### src/rtl/cpu_defines_pkg.sv
// Shared MIPS decode definitions: instruction layout, operation codes,
// operand classes, decode-stage state and the execute payload record.
package cpu_defines;

    localparam int unsigned INST_W = 32;
    localparam int unsigned DATA_W = 32;
    localparam int unsigned REG_AW = 5;

    typedef logic [REG_AW-1:0] Reg_addr_t;

    // R-format view; the I-format immediate is {rd, sa, funct}
    typedef struct packed {
        logic [5:0] opcode;
        Reg_addr_t  rs;
        Reg_addr_t  rt;
        Reg_addr_t  rd;
        logic [4:0] sa;
        logic [5:0] funct;
    } Inst_t;

    localparam logic [5:0] OPC_SPECIAL = 6'h00;
    localparam logic [5:0] OPC_ANDI    = 6'h0C;
    localparam logic [5:0] OPC_ORI     = 6'h0D;
    localparam logic [5:0] OPC_XORI    = 6'h0E;
    localparam logic [5:0] OPC_LUI     = 6'h0F;

    localparam logic [5:0] FN_SLL  = 6'h00;
    localparam logic [5:0] FN_SRL  = 6'h02;
    localparam logic [5:0] FN_SRA  = 6'h03;
    localparam logic [5:0] FN_SLLV = 6'h04;
    localparam logic [5:0] FN_SRLV = 6'h06;
    localparam logic [5:0] FN_SRAV = 6'h07;
    localparam logic [5:0] FN_MOVZ = 6'h0A;
    localparam logic [5:0] FN_MOVN = 6'h0B;
    localparam logic [5:0] FN_MFHI = 6'h10;
    localparam logic [5:0] FN_MTHI = 6'h11;
    localparam logic [5:0] FN_MFLO = 6'h12;
    localparam logic [5:0] FN_MTLO = 6'h13;
    localparam logic [5:0] FN_AND  = 6'h24;
    localparam logic [5:0] FN_OR   = 6'h25;
    localparam logic [5:0] FN_XOR  = 6'h26;
    localparam logic [5:0] FN_NOR  = 6'h27;

    typedef enum logic [4:0] {
        OP_NOP, OP_AND, OP_OR, OP_XOR, OP_NOR,
        OP_SLL, OP_SRL, OP_SRA, OP_SLLV, OP_SRLV, OP_SRAV,
        OP_MOVN, OP_MOVZ, OP_MFHI, OP_MFLO, OP_MTHI, OP_MTLO,
        OP_ANDI, OP_ORI, OP_XORI, OP_LUI
    } Oper_t;

    // Operand class: I (rs, imm), R_0 (rs, rt), R_1 (sa, rt)
    typedef enum logic [1:0] {
        OPER_TYPE_NONE, OPER_TYPE_I, OPER_TYPE_R_0, OPER_TYPE_R_1
    } Oper_type_t;

    typedef enum logic [1:0] {ID_EMPTY, ID_FULL, ID_STALL} Id_state_t;

    typedef struct packed {
        Oper_t              oper;
        logic [DATA_W-1:0]  op1;
        logic [DATA_W-1:0]  op2;
        logic               wreg_write;
        Reg_addr_t          wreg_addr;
        logic [INST_W-1:0]  pc;
    } Ex_payload_t;

endpackage

### src/rtl/id_decode.sv
// Combinational opcode decode: operation, operand class, register fields
// and extended immediate.
//   inst          : fetched instruction
//   oper_c        : decoded operation (OP_NOP when unsupported)
//   oper_type_c   : operand class
//   rs_addr_c     : first read address (0 when unused)
//   rt_addr_c     : second read address (0 when unused)
//   wreg_write_c  : destination write enable
//   wreg_addr_c   : destination register
//   imm_c         : zero-extended immediate (shifted up for LUI)
//   sa_c          : shift amount
module id_decode
    import cpu_defines::*;
(
    input  Inst_t             inst,
    output Oper_t             oper_c,
    output Oper_type_t        oper_type_c,
    output Reg_addr_t         rs_addr_c,
    output Reg_addr_t         rt_addr_c,
    output logic              wreg_write_c,
    output Reg_addr_t         wreg_addr_c,
    output logic [DATA_W-1:0] imm_c,
    output logic [4:0]        sa_c
);

    logic [15:0] imm16;
    assign imm16 = {inst.rd, inst.sa, inst.funct};

    // Opcode / funct table
    always_comb begin
        oper_c       = OP_NOP;
        oper_type_c  = OPER_TYPE_NONE;
        rs_addr_c    = '0;
        rt_addr_c    = '0;
        wreg_write_c = 1'b0;
        wreg_addr_c  = '0;
        imm_c        = '0;
        sa_c         = '0;
        case (inst.opcode)
            OPC_SPECIAL: begin
                oper_type_c  = OPER_TYPE_R_0;
                rs_addr_c    = inst.rs;
                rt_addr_c    = inst.rt;
                wreg_write_c = 1'b1;
                wreg_addr_c  = inst.rd;
                case (inst.funct)
                    FN_AND:  oper_c = OP_AND;
                    FN_OR:   oper_c = OP_OR;
                    FN_XOR:  oper_c = OP_XOR;
                    FN_NOR:  oper_c = OP_NOR;
                    FN_SLLV: oper_c = OP_SLLV;
                    FN_SRLV: oper_c = OP_SRLV;
                    FN_SRAV: oper_c = OP_SRAV;
                    FN_MOVN: oper_c = OP_MOVN;
                    FN_MOVZ: oper_c = OP_MOVZ;
                    FN_MFHI: oper_c = OP_MFHI;
                    FN_MFLO: oper_c = OP_MFLO;
                    FN_MTHI: begin oper_c = OP_MTHI; wreg_write_c = 1'b0; end
                    FN_MTLO: begin oper_c = OP_MTLO; wreg_write_c = 1'b0; end
                    FN_SLL, FN_SRL, FN_SRA: begin
                        oper_c      = (inst.funct == FN_SLL) ? OP_SLL :
                                      (inst.funct == FN_SRL) ? OP_SRL : OP_SRA;
                        oper_type_c = OPER_TYPE_R_1;
                        rs_addr_c   = '0;
                        sa_c        = inst.sa;
                    end
                    default: begin
                        oper_type_c  = OPER_TYPE_NONE;
                        rs_addr_c    = '0;
                        rt_addr_c    = '0;
                        wreg_write_c = 1'b0;
                        wreg_addr_c  = '0;
                    end
                endcase
            end
            OPC_ANDI, OPC_ORI, OPC_XORI, OPC_LUI: begin
                oper_c       = (inst.opcode == OPC_ANDI) ? OP_ANDI :
                               (inst.opcode == OPC_ORI)  ? OP_ORI  :
                               (inst.opcode == OPC_XORI) ? OP_XORI : OP_LUI;
                oper_type_c  = OPER_TYPE_I;
                rs_addr_c    = inst.rs;
                wreg_write_c = 1'b1;
                wreg_addr_c  = inst.rt;
                imm_c        = (inst.opcode == OPC_LUI) ? {imm16, 16'h0000}
                                                        : {16'h0000, imm16};
            end
            default: ;
        endcase
    end

endmodule

### src/rtl/id_stage_pipe.sv
// MIPS decode pipeline stage: decodes one instruction per cycle into an
// operation with forwarded 32-bit operands, interlocks on load-use hazards
// and handshakes with fetch and execute.
//   clk, rst_n             : clock, synchronous active-low reset
//   if_valid/if_ready      : fetch handshake (if_ready combinational)
//   if_inst, if_pc         : instruction and its PC
//   rf_raddr1/2, rf_rdata1/2 : same-cycle register-file read
//   fwd_we/waddr/wdata/is_load : forwarding sources, index 0 youngest
//   flush                  : drop accepted instruction and held output
//   ex_valid/ex_ready      : execute handshake
//   ex_oper .. ex_pc       : registered decoded payload
//   stall_cnt              : saturating load-use stall cycle count
module id_stage_pipe
    import cpu_defines::*;
#(
    parameter int unsigned FWD_PORTS = 2,
    parameter int unsigned CNT_W     = 16
) (
    input  logic                             clk,
    input  logic                             rst_n,
    input  logic                             if_valid,
    output logic                             if_ready,
    input  Inst_t                            if_inst,
    input  logic [INST_W-1:0]                if_pc,
    output Reg_addr_t                        rf_raddr1,
    output Reg_addr_t                        rf_raddr2,
    input  logic [DATA_W-1:0]                rf_rdata1,
    input  logic [DATA_W-1:0]                rf_rdata2,
    input  logic [FWD_PORTS-1:0]             fwd_we,
    input  logic [FWD_PORTS-1:0][REG_AW-1:0] fwd_waddr,
    input  logic [FWD_PORTS-1:0][DATA_W-1:0] fwd_wdata,
    input  logic [FWD_PORTS-1:0]             fwd_is_load,
    input  logic                             flush,
    output logic                             ex_valid,
    input  logic                             ex_ready,
    output Oper_t                            ex_oper,
    output logic [DATA_W-1:0]                ex_op1,
    output logic [DATA_W-1:0]                ex_op2,
    output logic                             ex_wreg_write,
    output Reg_addr_t                        ex_wreg_addr,
    output logic [INST_W-1:0]                ex_pc,
    output logic [CNT_W-1:0]                 stall_cnt
);

    localparam logic [CNT_W-1:0] CNT_MAX = '1;

    Oper_t             dec_oper;
    Oper_type_t        dec_type;
    logic              dec_wreg_write;
    Reg_addr_t         dec_wreg_addr;
    logic [DATA_W-1:0] dec_imm;
    logic [4:0]        dec_sa;

    id_decode u_decode (
        .inst         (if_inst),
        .oper_c       (dec_oper),
        .oper_type_c  (dec_type),
        .rs_addr_c    (rf_raddr1),
        .rt_addr_c    (rf_raddr2),
        .wreg_write_c (dec_wreg_write),
        .wreg_addr_c  (dec_wreg_addr),
        .imm_c        (dec_imm),
        .sa_c         (dec_sa)
    );

    logic [DATA_W-1:0] val1, val2;
    logic              haz1, haz2, hazard;

    // Operand resolution: lowest-index forwarding hit wins, r0 is always 0
    always_comb begin
        val1 = rf_rdata1;
        val2 = rf_rdata2;
        haz1 = 1'b0;
        haz2 = 1'b0;
        for (int i = int'(FWD_PORTS) - 1; i >= 0; i--) begin
            if (fwd_we[i] && fwd_waddr[i] == rf_raddr1) begin
                val1 = fwd_wdata[i];
                haz1 = fwd_is_load[i];
            end
            if (fwd_we[i] && fwd_waddr[i] == rf_raddr2) begin
                val2 = fwd_wdata[i];
                haz2 = fwd_is_load[i];
            end
        end
        if (rf_raddr1 == '0) begin val1 = '0; haz1 = 1'b0; end
        if (rf_raddr2 == '0) begin val2 = '0; haz2 = 1'b0; end
    end

    assign hazard = haz1 | haz2;

    Ex_payload_t payload_nxt, ex_q;

    // Assemble operands by class
    always_comb begin
        payload_nxt            = '0;
        payload_nxt.oper       = dec_oper;
        payload_nxt.wreg_write = dec_wreg_write;
        payload_nxt.wreg_addr  = dec_wreg_addr;
        payload_nxt.pc         = if_pc;
        case (dec_type)
            OPER_TYPE_I:   begin payload_nxt.op1 = val1; payload_nxt.op2 = dec_imm; end
            OPER_TYPE_R_0: begin payload_nxt.op1 = val1; payload_nxt.op2 = val2; end
            OPER_TYPE_R_1: begin payload_nxt.op1 = {27'b0, dec_sa}; payload_nxt.op2 = val2; end
            default: ;
        endcase
    end

    Id_state_t state, state_nxt;
    logic      out_free, load;

    // Output slot is free when it holds nothing or is being consumed
    assign out_free = (state != ID_FULL) || ex_ready;
    assign if_ready = rst_n && out_free && !hazard && !flush;

    // Next-state logic
    always_comb begin
        state_nxt = state;
        load      = 1'b0;
        if (flush) begin
            state_nxt = ID_EMPTY;
        end else if (if_valid && if_ready) begin
            state_nxt = ID_FULL;
            load      = 1'b1;
        end else if (out_free) begin
            state_nxt = (hazard && if_valid) ? ID_STALL : ID_EMPTY;
        end
    end

    // State, output register and stall counter
    always_ff @(posedge clk) begin
        if (!rst_n) begin
            state     <= ID_EMPTY;
            ex_valid  <= 1'b0;
            ex_q      <= '0;
            stall_cnt <= '0;
        end else begin
            state    <= state_nxt;
            ex_valid <= (state_nxt == ID_FULL);
            if (load) ex_q <= payload_nxt;
            if (if_valid && hazard && stall_cnt != CNT_MAX)
                stall_cnt <= stall_cnt + CNT_W'(1);
        end
    end

    assign ex_oper       = ex_q.oper;
    assign ex_op1        = ex_q.op1;
    assign ex_op2        = ex_q.op2;
    assign ex_wreg_write = ex_q.wreg_write;
    assign ex_wreg_addr  = ex_q.wreg_addr;
    assign ex_pc         = ex_q.pc;

endmodule

### config.mk
export PLATFORM = sky130hd
export DESIGN_NAME = id_stage_pipe
export DESIGN_NICKNAME = d
export VERILOG_FILES = /design/src/rtl/cpu_defines_pkg.sv /design/src/rtl/id_decode.sv /design/src/rtl/id_stage_pipe.sv
export SDC_FILE = /design/constraint.sdc
export NUM_CORES = 1
export LEC_CHECK = 0
export ABC_AREA = 1
export CORE_MARGIN = 10
export CORE_UTILIZATION = 40
export CTS_CLUSTER_DIAMETER = 120
export DETAILED_ROUTE_END_ITERATION = 10
export PLACE_DENSITY = 0.78
export SYNTH_ARGS = -nofsm -noshare
export SYNTH_HDL_FRONTEND = slang
export SYNTH_HIERARCHICAL = 1
export SYNTH_SLANG_ARGS = --single-unit
export TNS_END_PERCENT = 50
### constraint.sdc
create_clock -name clk -period 2.34 [get_ports clk]
set_input_delay 0.234 -clock clk [delete_from_list [all_inputs] [get_ports clk]]
set_output_delay 0.234 -clock clk [all_outputs]
set_load 0.005 [all_outputs]
After elaboration in Yosys (flattened, before gate mapping). Index checks and enable logic that the tools add are counted.

Register bits: 126. Bits of input ports: 211. Output and inout port bits: 135. Word-level logic and storage cells: 102.

Add/sub/neg operators: 1. Equality and inequality tests: 29. Muxes and demuxes: 40. Bitwise operators: 1. Reduce and logical (&&, ||, !) cells: 22.

Operators with widths (count): $mux 32 (8); $pmux 64 s3 (1); $pmux 5 s14 (1); $mux 5 (9); $eq 6x4->1 const B (6); $pmux 5 s2 (3); $eq 6x5->1 const B (4); $eq 6x6->1 const B (4); $eq 5x5->1 (4); $eq 6x3->1 const B (3); $add 16x1->16 const B (1); $ne 16x16->1 const B (1); $reduce_or 16->1 (1); $reduce_or 14->1 (1); $reduce_or 13->1 (1); $eq 6x2->1 const B (2); $logic_not 6->1 (2); $logic_and 1x1->1 (10); $logic_not 5->1 (2); $mux 1 (10); $mux 2 (4); $pmux 2 s2 (2); $eq 2x1->1 const B (2); $eq 2x2->1 const B (2); 8 further kinds (9).

Depth between registers and ports, before layout. Gate-level depths: netlist (run 1).

Depth in word-level cells: 17. Mapped depth: 22. Depth with buffers taken out: 21.

Cells and area by module. The synthesis (run 1) kept the hierarchy.

By module, submodules not included: id_stage_pipe (instances 1, cells an instance 1245, area each 7385.8 um^2, seq. area each 2522.4 um^2); id_decode (instances 1, cells an instance 190, area each 838.3 um^2, seq. area each 0.0 um^2).

Worst setup path before layout (run 1). No wires, ideal clock.

Kind: input port to flip-flop. From: input if_inst[31] (netlist bit). To: register ex_q, in the netlist ex_oper[3]. Library setup time: 0.116 ns. Arrival: 2.398 ns. Data required time: 2.224 ns. Path slack: -0.174 ns. Cell stages on the path: 16. Path buffers: 2. Path through: nor2_2 -> nand4_2 -> clkinv_1 -> nand2_4 -> nor2_1 -> nor2_1 -> nor3_4 -> nand3_1 -> nand2_1 -> nand2_2 -> nand4_4 -> inv_2 -> buf_4 -> buf_4 -> nor2_1 -> nor2_1.

Elaborated cells on any way between the ends: 33. Those cells by class: eq/ne: 8; mux: 12; bitwise: 1; reduce/logical: 12.

RTL lines: from (decl) (RTL line id_stage_pipe.sv:23) `input Inst_t if_inst,`; $logic_not 6->1 * (RTL line id_decode.sv:39) `case (inst.opcode)`; $mux 5 * (RTL line id_decode.sv:39); named net rf_raddr2[1] (RTL line id_stage_pipe.sv:26) `output Reg_addr_t rf_raddr2,`; $eq 5x5->1 (RTL line id_stage_pipe.sv:80) `if (fwd_we[i] && fwd_waddr[i] == rf_raddr2) begin`; $logic_and 1x1->1 (RTL line id_stage_pipe.sv:80); $mux 1 (2 in series) (RTL line id_stage_pipe.sv:80); $mux 1 * (RTL line id_stage_pipe.sv:86) `if (rf_raddr2 == '0) begin val2 = '0; haz2 = 1'b0; end`; $or 1x1->1 * (RTL line id_stage_pipe.sv:89) `assign hazard = haz1 | haz2;`; $logic_not 1->1 * (RTL line id_stage_pipe.sv:113) `assign if_ready = rst_n && out_free && !hazard && !flush;`; $logic_and 1x1->1 * (2 in series) (RTL line id_stage_pipe.sv:113); $logic_and 1x1->1 * (RTL line id_stage_pipe.sv:121) `end else if (if_valid && if_ready) begin`; $mux 1 * (RTL line id_stage_pipe.sv:121); $mux 1 * (RTL line id_stage_pipe.sv:119) `if (flush) begin`; to (signal assigned) (RTL line id_stage_pipe.sv:139) `if (load) ex_q <= payload_nxt;`; to (decl) (RTL line id_stage_pipe.sv:91) `Ex_payload_t payload_nxt, ex_q;`.

Mark *: on every way through the listed nets, which the timed path passes. The rest lies on a longest branch. A chain may end at the register's enable or synchronous reset.

Final worst setup path (run 1).
From: input if_inst[3] (netlist bit). To: output if_ready.

Word-level cells in the longest chain between the ends: 13. Elaborated cells on any way between the ends: 42. Those cells by class: eq/ne: 19; mux: 10; bitwise: 1; reduce/logical: 12.

Ends and longest elaborated chain: $eq 6x6->1 (tied with other cells) (RTL line id_decode.sv:46) `case (inst.funct)`; $reduce_or 13->1 (no source line) / $reduce_or 16->1 (equally long branches); $mux 5 (RTL line id_decode.sv:46); $pmux 5 s2 / $mux 5 (equally long branches) (RTL line id_decode.sv:39); $eq 5x5->1, on equally long branches (RTL line id_stage_pipe.sv:76, id_stage_pipe.sv:80); $logic_and 1x1->1, on equally long branches (RTL line id_stage_pipe.sv:76, id_stage_pipe.sv:80); $mux 1, on equally long branches (2 in series) (RTL line id_stage_pipe.sv:76, id_stage_pipe.sv:80); $mux 1, on equally long branches (RTL line id_stage_pipe.sv:85, id_stage_pipe.sv:86); $or 1x1->1 * (RTL line id_stage_pipe.sv:89); $logic_not 1->1 * (RTL line id_stage_pipe.sv:113); $logic_and 1x1->1 * (2 in series) (RTL line id_stage_pipe.sv:113); to (decl) (RTL line id_stage_pipe.sv:22) `output logic if_ready,`.

Every way passes the cells marked *; elsewhere a longest branch is shown, timed or not.

==> qor.yml, run 1 <==
outcome:
  status: "finished, violations left"
  failed_checks: "negative setup slack"
synth:
  yosysSeqAreaShare: 0.307
  synth_edf_count: 0
  synth.avg_cell_area_um2: 5.73
  async_flop_share: 0
  synth_seq_cells: 126
  post_synth_instance_area_um2: 8220
  synth_fp_nets: 1647
  ys_warn_count: 6
  syn_inst: 1435
  synth_cell_types: 37
  ys.flop_type: "dfxtp_1"
hold_path:
  hold_class: "input port to flip-flop"
  hold_start: "if_valid"
setup_path:
  r2r-end: "ex_oper[2]"
  reg2reg_depth: 9
  worst-path-max-fanout: 5
  worstPathRequired_ns: 2.11
  critPathLaunchType: "input port"
  timing.rr.start: "state[1]"
  reg2reg_slack_ns: 0.35
  worstSetupPathType: "input port to output port"
  crit_path_start: "if_inst[3]"
  worstSetupEndpointType: "output port"
  endpoint: "if_ready"
  crit_arrival_ns: 2.40
global_route:
  grt_antenna_before_repair: 2
  grt_pass1_vias: 11100
  grt_pass1_wl_um: 62400
  grt_start_max_net_pins: 47
  grt.total_usage: 0.297
  grt-ovfl-total: 0
route:
  wl_per_cell_um: 19.9
  dr.pass1.iters: 8
  drc: 0
  viasPerCell: 5.41
  drt_iter0_markers: 1311
  met3_length_um: 4920
  wl_met2_um: 20300
  vias: 11700
  antenna_left: 0
  highest_layer: "met4"
  m1WireLength_um: 16000
  postRouteWirelength_um: 43100
timing:
  fin_setup_tns_ns: -23.76
  period_share: 1.12
  setup-violations-final: 127
  finClkSkew_ns: 0.00748
  layout_setup_ws_ns: -0.290
  tightest_slew_ns: 0.657
  layout_min_cycle_time_ns: 2.63
  whs_ns: 0.253
  max_freq_mhz: 380
  hold_viol_final: 0
  rsz0062_at_grt: "true"
  slew_headroom: 0.558
  slew_viol_final: 0
clock_tree:
  clk_path_buf_depth: 2
  clk_pin_slew_ns: 0.05
  cts_max_level: 4
  clockRootBuffer: "clkbuf_16"
  cts_hold_buf: 0
  cts_sinks: 126
  cts_tree: "yes"
  cts_inserted_buffers: 17
  clock_latency_ns: 0.43
cells_and_area:
  final_cells: 2162
  area_growth_pct: 82.3
  final_util: 0.741
  layout-drive-gt1-share: 0.215
  fin_nets: 2089
  fill_cells: 1605
  final_cell_mix: "357 x nand2_1, 328 x clkdlybuf4s50_1, 259 x nor2_1, 201 x nand3_1, 126 x dfxtp_1"
  final_common_cell: "nand2_1"
floorplanning:
  initial_utilization: 0.406
  ios: 346
  rows: 52
  die_w_um: 163
  die_y_um: 163
  core_area_um2: 20200
  dieArea_um2: 26700
pwr:
  ir_drop_v: 0.000462
  powerDensity_nw_per_um2: 440
  power.leakage_nw: 6.54
placement:
  dp_cells: 2073
  globalplace.congestion: 0.998
  port_buffers: 345
  post-dp-hpwl_um: 31000
flow_run:
  maxCapViolCount: 0
[final cells by class]
class	instances	area, um^2	area share
multi-input combinational	1142	5910	0.394
timing repair buffer	514	5250	0.350
sequential	126	2520	0.168
clock buffer	19	453	0.0302
tap	270	338	0.0225
inverter	75	318	0.0212
clock inverter	12	184	0.0123
timing repair inverter	1	11.3	0.000751
antenna	3	7.51	0.000501
[metal layers]
layer	track usage	vias to the layer above
li1	-	5497
met1	0.363	5333
met2	0.472	746
met3	0.0778	128
met4	0.151	0
met5	0	-
[how the worst min path moves through the flow]
stage	end	slack [ns]	depth (start not counted)
6_report	ex_op1[2]	0.25	3
5_1_grt	state[1]	0.26	3
4_1_cts	ex_op2[31]	0.24	3
3_5_place_dp	ex_op2[23]	0.46	2
3_3_place_gp	ex_op2[31]	0.45	2
2_1_floorplan	ex_pc[0]	0.40	2
[sequential cells by signal, indices dropped and copies added, names as in the netlist]
name           cells
ex_pc             32
ex_op2            32
state              2
ex_op1            32
ex_wreg_addr       5
stall_cnt         16
ex_wreg_write      1
ex_valid           1
ex_oper            5
[cells by family (layout without fill, tap and decap cells)]
family | count (synthesis) | count (layout) | share of synthesized area
compound gates | 116 | 116 | 0.0720
fa+ha+maj | 1 | 1 | 0.00152
buf+inv | 168 | 621 | 0.0838
xor+xnor | 15 | 15 | 0.0160
flops | 126 | 126 | 0.307
other cells | 0 | 3 | 0
simple gates | 1009 | 1010 | 0.520
[power breakdown]
group          switching, mW  leakage [nW]  internal (mW)
registers             0.0510          1.02           2.21
clock network           1.06         0.306           1.84
logic                  0.676          5.21          0.751
[synthesized netlist by cell type, types with 2 or more instances]
master | number | area share
a21oi_1 | 60 | 0.037
buf_1 | 12 | 0.0055
buf_2 | 14 | 0.0085
buf_4 | 9 | 0.0082
clkbuf_1 | 57 | 0.026
clkinv_1 | 2 | 0.00091
dfxtp_1 | 126 | 0.31
inv_1 | 67 | 0.031
inv_2 | 6 | 0.0027
nand2_1 | 388 | 0.18
nand2_2 | 3 | 0.0023
nand2_4 | 2 | 0.0027
nand3_1 | 215 | 0.13
nand3_2 | 3 | 0.0037
nand4_1 | 19 | 0.014
nor2_1 | 337 | 0.15
nor2_2 | 8 | 0.0061
nor2_4 | 3 | 0.0041
nor3_1 | 22 | 0.013
nor4_1 | 2 | 0.0015
o21ai_0 | 51 | 0.031
xnor2_1 | 4 | 0.0043
xor2_1 | 11 | 0.012
[critical path, cell delays in order]
cell and delay [ns]:
buf_2 0.14, nor2_4 0.20, nand2_2 0.12, nand2_1 0.10
nor2_1 0.05, nand3b_1 0.25, nand3_1 0.14, nand2_2 0.13
inv_2 0.05, buf_4 0.12, nand2_1 0.05, o211ai_1 0.12
nor2_4 0.13, nand3_1 0.13, nand2_4 0.10, nand2_4 0.08
nand2_4 0.09, nor2_4 0.04, buf_6 0.13
[repair_timing]
action,CTS,global route
pin swaps,46,48
endpoints found under the setup margin,137,129
setup buffers,18,23
resized for setup,151,199
cloned,10,8
[through the flow]
stage / setup WS (ns) / total power [mW] / area [um^2]
after floorplan: -0.0255 / 2.71 / 8360
after global placement: -1.04 / 3.47 / 12700
after detailed placement: -1.07 / 3.48 / 12700
after CTS: -0.110 / 6.45 / 14000
after global routing: -0.389 / 6.80 / 15000
final: -0.290 / 6.59 / 15000
No activity file was read; power rests on OpenSTA's default activity.
==> run 2, diff against run 1 <==
--- a/config.mk
+++ b/config.mk
@@ -11,6 +11,7 @@
 export CTS_CLUSTER_DIAMETER = 120
 export DETAILED_ROUTE_END_ITERATION = 10
 export PLACE_DENSITY = 0.78
+export SKIP_CTS_REPAIR_TIMING = 1
 export SYNTH_ARGS = -nofsm -noshare
 export SYNTH_HDL_FRONTEND = slang
 export SYNTH_HIERARCHICAL = 1
==> run 2 against run 1 <==
Against the previous run: the flow still finishes with violations (negative setup slack); combinational power barely moved; first-iteration DRC count fell by 5.8%; sequential share of layout area rose by 0.19 points; non-clock buffer count fell by 13; register-to-register slack barely moved; global-route usage fell by 1.5 points; highest routed layer unchanged.
==> qor.yml, run 2 (synthesis results as in run 1) <==
outcome:
  status: "finished, violations left"
  failed_checks: "negative setup slack"
global_route:
  grt_antenna_before_repair: 1  # -1
  grt-ovfl-total: 0  # unchanged
  grt_pass1_wl_um: 59500  # -4.6%
  grt_start_max_net_pins: 47  # unchanged
  grt_pass1_vias: 10700  # -3.2%
  grt.total_usage: 0.283  # -0.0147
cells_and_area:
  fin_nets: 2077  # -0.57%
  fill_cells: 1612  # +0.44%
  stdcell_area_um2: 14800  # -1.1%
  final_common_cell: "nand2_1"
  area_growth_pct: 80.2
  layout-drive-gt1-share: 0.212  # -0.00289
  final_cell_mix: "362 x nand2_1, 331 x clkdlybuf4s50_1, 262 x nor2_1, 205 x nand3_1, 126 x dfxtp_1"
clock_tree:
  cts_inserted_buffers: 17  # unchanged
  cts_sinks: 126  # unchanged
  cts_tree: "yes"
  clk_path_buf_depth: 2  # unchanged
  clock_latency_ns: 0.42  # about the same
  clockRootBuffer: "clkbuf_16"
  cts_max_level: 4  # unchanged
  clk_pin_slew_ns: 0.05  # about the same
route:
  wl_per_cell_um: 19.9  # -0.30%
  antenna_left: 0  # unchanged
  vias: 11700  # -0.35%
  drt_iter0_markers: 1235  # -5.8%
  drc: 0  # unchanged
  postRouteWirelength_um: 42700  # -0.90%
  dr.pass1.iters: 7  # -1
  viasPerCell: 5.43  # +0.25%
placement:
  port_buffers: 345  # unchanged
  post-dp-hpwl_um: 31000  # unchanged
  place_area_um2: 12700  # unchanged
  globalplace.congestion: 0.998  # unchanged
flow_run:
  maxCapViolCount: 0  # unchanged
setup_path:
  worstSetupEndpointType: "output port"
  path_buf_inv: 4  # unchanged
  reg2reg_slack_ns: 0.34  # about the same
  critPathLaunchType: "input port"
  crit_arrival_ns: 2.33  # -0.07 ns
  cp_common_cell: "nor2_4"
  worstPathRequired_ns: 2.11  # about the same
  reg2reg_depth: 9  # unchanged
  timing.rr.start: "state[1]"
  cp_cell_sequence: "buf_8 -> nor2_4 -> buf_6 -> nand3_4 -> nand2_2 -> nor2_2 -> nand3_2 -> nand2_8 -> nor2_4 -> inv_2 -> nand2_1 -> nand2_1 -> nor2_1 -> nand3_4 -> nor2_4 -> nor2_2 -> nand2_4 -> nand2_4 -> nor2_4 -> buf_6"
  critPathTopFamily: "simple AND/OR/NAND/NOR gates"
  r2r-end: "ex_op1[1]"
  crit_path_max_incr_delay_ns: 0.22  # -0.03 ns
  crit_path_start: "if_inst[4]"
  worstSetupPathType: "input port to output port"
  worst-path-max-fanout: 7  # +2
  cp_slowest_cell: "nor2_4"
pwr:
  sw_frac_of_total: 0.271  # -0.00108
  pwr-share-seq: 0.343  # about the same
  internal_power_mw: 4.81  # +0.13%
  power.leakage_nw: 6.49  # -0.74%
  p_clk_frac: 0.439  # -0.002
  switchingPower_mw: 1.78  # -0.42%
  powerDensity_nw_per_um2: 445  # +1.1%
  comb_power_share: 0.218  # +0.002
  ir_drop_v: 0.000418  # -9.5%
timing:
  slew_viol_final: 0  # unchanged
  whs_ns: 0.249  # -0.00370 ns
  layout_min_cycle_time_ns: 2.56  # -0.0690 ns
  period_share: 1.09  # -0.0295
  slew_headroom: 0.561  # +0.00294
  max_freq_mhz: 391  # +2.7%
  tightest_slew_ns: 0.653  # -0.00437 ns
  setup-violations-final: 120  # -5.5%
  rsz0062_at_grt: "true"
  finClkSkew_ns: 0.00691  # -0.000566 ns
  hold_viol_final: 0  # unchanged
  layout_setup_ws_ns: -0.221  # +0.0690 ns
floorplanning:
  dieArea_um2: 26700  # unchanged
  ios: 346  # unchanged
  rows: 52  # unchanged
  die_y_um: 163  # unchanged
  die_w_um: 163  # unchanged
  core_area_um2: 20200  # unchanged
  initial_utilization: 0.406  # unchanged
hold_path:
  hold_start: "if_valid"
  min_path_cells: 3  # unchanged
  hold_end: "ex_op1[2]"
  hold_class: "input port to flip-flop"
[run 2: cell count changes in the layout (fill, tap and decap cells not counted), moves of 4 or more]
cell	before	now
clkbuf_16	22	29
nand2_1	357	362
nand3_1	201	205
o21ai_1	22	15
nand2_4	11	5
buf_16	8	2
o21ai_0	17	7
o21ai_2	11	29
buf_4	119	112
dlymetal6s2s_1	0	4
dlygate4sd2_1	6	0
[run 2: power by group through the flow]
stage	Clock, mW	Sequential (mW)	Combinational [mW]
after global routing	3.03	2.27	1.52
after detailed placement	0	2.29	1.19
after floorplan	0	2.29	0.417
after CTS	2.92	2.24	1.20
final	2.90	2.26	1.44
after global placement	0	2.29	1.18
[run 2: layout make-up]
class,count,area (um^2),share of cell area
Clock inverter,12,184,0.0124
Inverter,75,323,0.0218
Tap cell,270,338,0.0228
Antenna cell,2,5.00,0.000338
Timing Repair inverter,1,16.3,0.00110
Sequential cell,126,2520,0.170
Timing Repair Buffer,501,5110,0.345
Clock buffer,19,453,0.0306
Multi-Input combinational cell,1143,5870,0.396
[run 2: stage by stage]
stage | util | instances | setup WS [ns] | total power [mW] | TNS, ns
after global placement | 0.628 | 2073 | -1.04 | 3.47 | -113.32
final | 0.733 | 2149 | -0.221 | 6.59 | -14.06
after floorplan | - | 1435 | -0.0255 | 2.71 | -1.35
after CTS | 0.659 | 2104 | -1.08 | 6.36 | -67.81
after global routing | 0.732 | 2148 | -0.370 | 6.81 | -31.32
after detailed placement | 0.628 | 2073 | -1.07 | 3.48 | -121.89
[run 2: per-layer routing]
| layer | GRT usage | vias to the layer above | wire length, um | part of all wire |
|---|---|---|---|---|
| met1 | 0.345 | 5289 | 16400 | 0.38 |
| met4 | 0.130 | 0 | 1760 | 0.041 |
| met3 | 0.0758 | 131 | 4550 | 0.11 |
| li1 | - | 5473 | - | - |
| met5 | 0 | - | 0 | 0 |
| met2 | 0.454 | 770 | 20000 | 0.47 |
[run 2: worst max path at each step]
stage	end	slack, ns	cells past startpoint
after CTS	if_ready	-1.08	17
after global routing	if_ready	-0.37	20
after global placement	if_ready	-1.04	18
after detailed placement	if_ready	-1.07	18
after floorplan	ex_oper[3]	-0.03	20
final	if_ready	-0.22	20
[run 2: worst register-to-register path, stage by stage (launching register included)]
cell,delay (ns)
dfxtp_1,0.30
or3b_1,0.42
nand3_1,0.24
inv_1,0.13
nand4_4,0.19
buf_12,0.20
clkinv_16,0.10
clkbuf_16,0.19
nor2_4,0.09
nor2_1,0.04
==> run 3, diff against run 2 <==
--- a/config.mk
+++ b/config.mk
@@ -11,6 +11,7 @@
 export CTS_CLUSTER_DIAMETER = 120
 export DETAILED_ROUTE_END_ITERATION = 10
 export PLACE_DENSITY = 0.78
+export RECOVER_POWER = 25
 export SKIP_CTS_REPAIR_TIMING = 1
 export SYNTH_ARGS = -nofsm -noshare
 export SYNTH_HDL_FRONTEND = slang
==> run 3 against run 2 <==
Against the previous run: the flow still finishes with violations (negative setup slack); hold slack gained 0.0011 ns; design area unchanged; combinational power barely moved; register-to-register slack about the same; power hardly changed; via count fell by 0.20%; count of clock-buffer cells in the layout did not move; critical path depth unchanged; sequential cell count is the same; worst setup slack about the same; highest routed layer unchanged.
==> qor.yml, run 3 (synthesis results as in run 1) <==
outcome:
  status: "finished, violations left"
  failed_checks: "negative setup slack"
route:
  wl_per_cell_um: 19.9  # about the same
  drt_iter0_markers: 1225  # -0.81%
  antenna_left: 0  # unchanged
  vias: 11600  # -0.20%
  dr.pass1.iters: 7  # unchanged
  postRouteWirelength_um: 42700  # about the same
  drc: 0  # unchanged
  viasPerCell: 5.42  # -0.20%
floorplanning:
  rows: 52  # unchanged
  die_y_um: 163  # unchanged
  initial_utilization: 0.406  # unchanged
  ios: 346  # unchanged
  dieArea_um2: 26700  # unchanged
  core_area_um2: 20200  # unchanged
  die_w_um: 163  # unchanged
timing:
  rsz0062_at_grt: "true"
  slew_headroom: 0.561  # +0.000756
  hold_viol_final: 0  # unchanged
  fin_setup_tns_ns: -14.10  # -0.0443 ns
  whs_ns: 0.250  # +0.00110 ns
  period_share: 1.09  # about the same
  max_freq_mhz: 391  # about the same
  layout_setup_ws_ns: -0.221  # -0.0000340 ns
  tightest_slew_ns: 0.652  # -0.00112 ns
  setup-violations-final: 120  # unchanged
  layout_min_cycle_time_ns: 2.56  # +0.0000340 ns
  finClkSkew_ns: 0.00699  # +0.0000784 ns
  slew_viol_final: 0  # unchanged
pwr:
  powerDensity_nw_per_um2: 445  # about the same
  power.leakage_nw: 6.60  # +1.6%
  p_clk_frac: 0.440  # about the same
  ir_drop_v: 0.000418  # -0.14%
  sw_frac_of_total: 0.271  # +0.000439
  power_mw: 6.59  # about the same
  comb_power_share: 0.217  # about the same
  switchingPower_mw: 1.79  # about the same
  pwr-share-seq: 0.343  # about the same
  internal_power_mw: 4.80  # -0.12%
placement:
  dp_cells: 2073  # unchanged
  globalplace.congestion: 0.998  # unchanged
  port_buffers: 345  # unchanged
  post-dp-hpwl_um: 31000  # unchanged
clock_tree:
  cts_tree: "yes"
  cts_sinks: 126  # unchanged
  clock_latency_ns: 0.42  # about the same
  clk_pin_slew_ns: 0.05  # about the same
  clk_path_buf_depth: 2  # unchanged
  cts_max_level: 4  # unchanged
  cts_inserted_buffers: 17  # unchanged
  clockRootBuffer: "clkbuf_16"
cells_and_area:
  area_growth_pct: 80.2  # unchanged
  fin_nets: 2077  # unchanged
  final_cell_mix: "362 x nand2_1, 298 x clkdlybuf4s50_1, 262 x nor2_1, 205 x nand3_1, 126 x dfxtp_1"
  final_cells: 2149  # unchanged
  final_common_cell: "nand2_1"
  layout-drive-gt1-share: 0.212  # unchanged
setup_path:
  worstPathRequired_ns: 2.11  # about the same
  worst-path-max-fanout: 7  # unchanged
  critPathLaunchType: "input port"
  crit_arrival_ns: 2.33  # about the same
  worstSetupEndpointType: "output port"
  worstSetupPathType: "input port to output port"
global_route:
  grt-ovfl-total: 0  # unchanged
  grt_pass1_vias: 10700  # unchanged
  grt_pass1_wl_um: 59500  # unchanged
  grt_antenna_before_repair: 1  # unchanged
  grt_start_max_net_pins: 47  # unchanged
  grt.total_usage: 0.283  # unchanged
hold_path:
  hold_class: "input port to flip-flop"
flow_run:
  maxCapViolCount: 0  # unchanged
-- run 3: cell types whose count changed in the layout (fill, tap and decap cells not counted), sizes merged --
| cell | delta |
|---|---|
| clkdlybuf4s50 | -33 |
| dlygate4sd3 | +33 |
-- run 3: power groups by stage --
stage,logic [mW],registers [mW],clock network [mW]
after global placement,1.18,2.29,0
after global routing,1.51,2.27,3.03
after floorplan,0.417,2.29,0
after CTS,1.20,2.24,2.92
after detailed placement,1.19,2.29,0
final,1.43,2.26,2.90
-- run 3: per-stage QoR --
step                      cell area, um^2  worst slack (ns)   util
after floorplan                      8360           -0.0255      -
after global placement              12700             -1.04  0.628
after detailed placement            12700             -1.07  0.628
after CTS                           13300             -1.08  0.659
after global routing                14800            -0.370  0.732
final                               14800            -0.221  0.733
-- run 3: area by class of cell --
| cell class | count | area (um^2) |
|---|---|---|
| Multi-Input combinational cell | 1143 | 5870 |
| Fill cell | 1612 | 5410 |
| Timing Repair Buffer | 501 | 5110 |
| Sequential cell | 126 | 2520 |
| Clock buffer | 19 | 453 |
| Tap cell | 270 | 338 |
| Inverter | 75 | 323 |
| Clock inverter | 12 | 184 |
| Timing Repair inverter | 1 | 16.3 |
| Antenna cell | 2 | 5.00 |
-- run 3: worst paths after layout --
check             start    endpoint  slack, ns  cells past startpoint
max          if_inst[4]    if_ready      -0.22                     20
min            if_valid   ex_op1[2]       0.25                      3
max reg2reg    state[1]    ex_pc[5]       0.34                      9
min reg2reg  ex_op2[23]  ex_op2[23]       0.47                      2
-- run 3: critical path, stage by stage --
cell,delay [ns]
buf_8,0.11
nor2_4,0.22
buf_6,0.16
nand3_4,0.07
nand2_2,0.07
nor2_2,0.04
nand3_2,0.11
nand2_8,0.11
nor2_4,0.16
inv_2,0.05
nand2_1,0.05
nand2_1,0.05
nor2_1,0.19
nand3_4,0.12
nor2_4,0.12
nor2_2,0.06
nand2_4,0.08
nand2_4,0.06
nor2_4,0.12
buf_6,0.13
-- run 3: per-layer routing --
layer	up-vias	global-route usage	routed length, um
li1	5478	-	-
met2	782	0.454	20000
met4	0	0.130	1710
met3	132	0.0758	4450
met5	-	0	0
met1	5248	0.345	16500
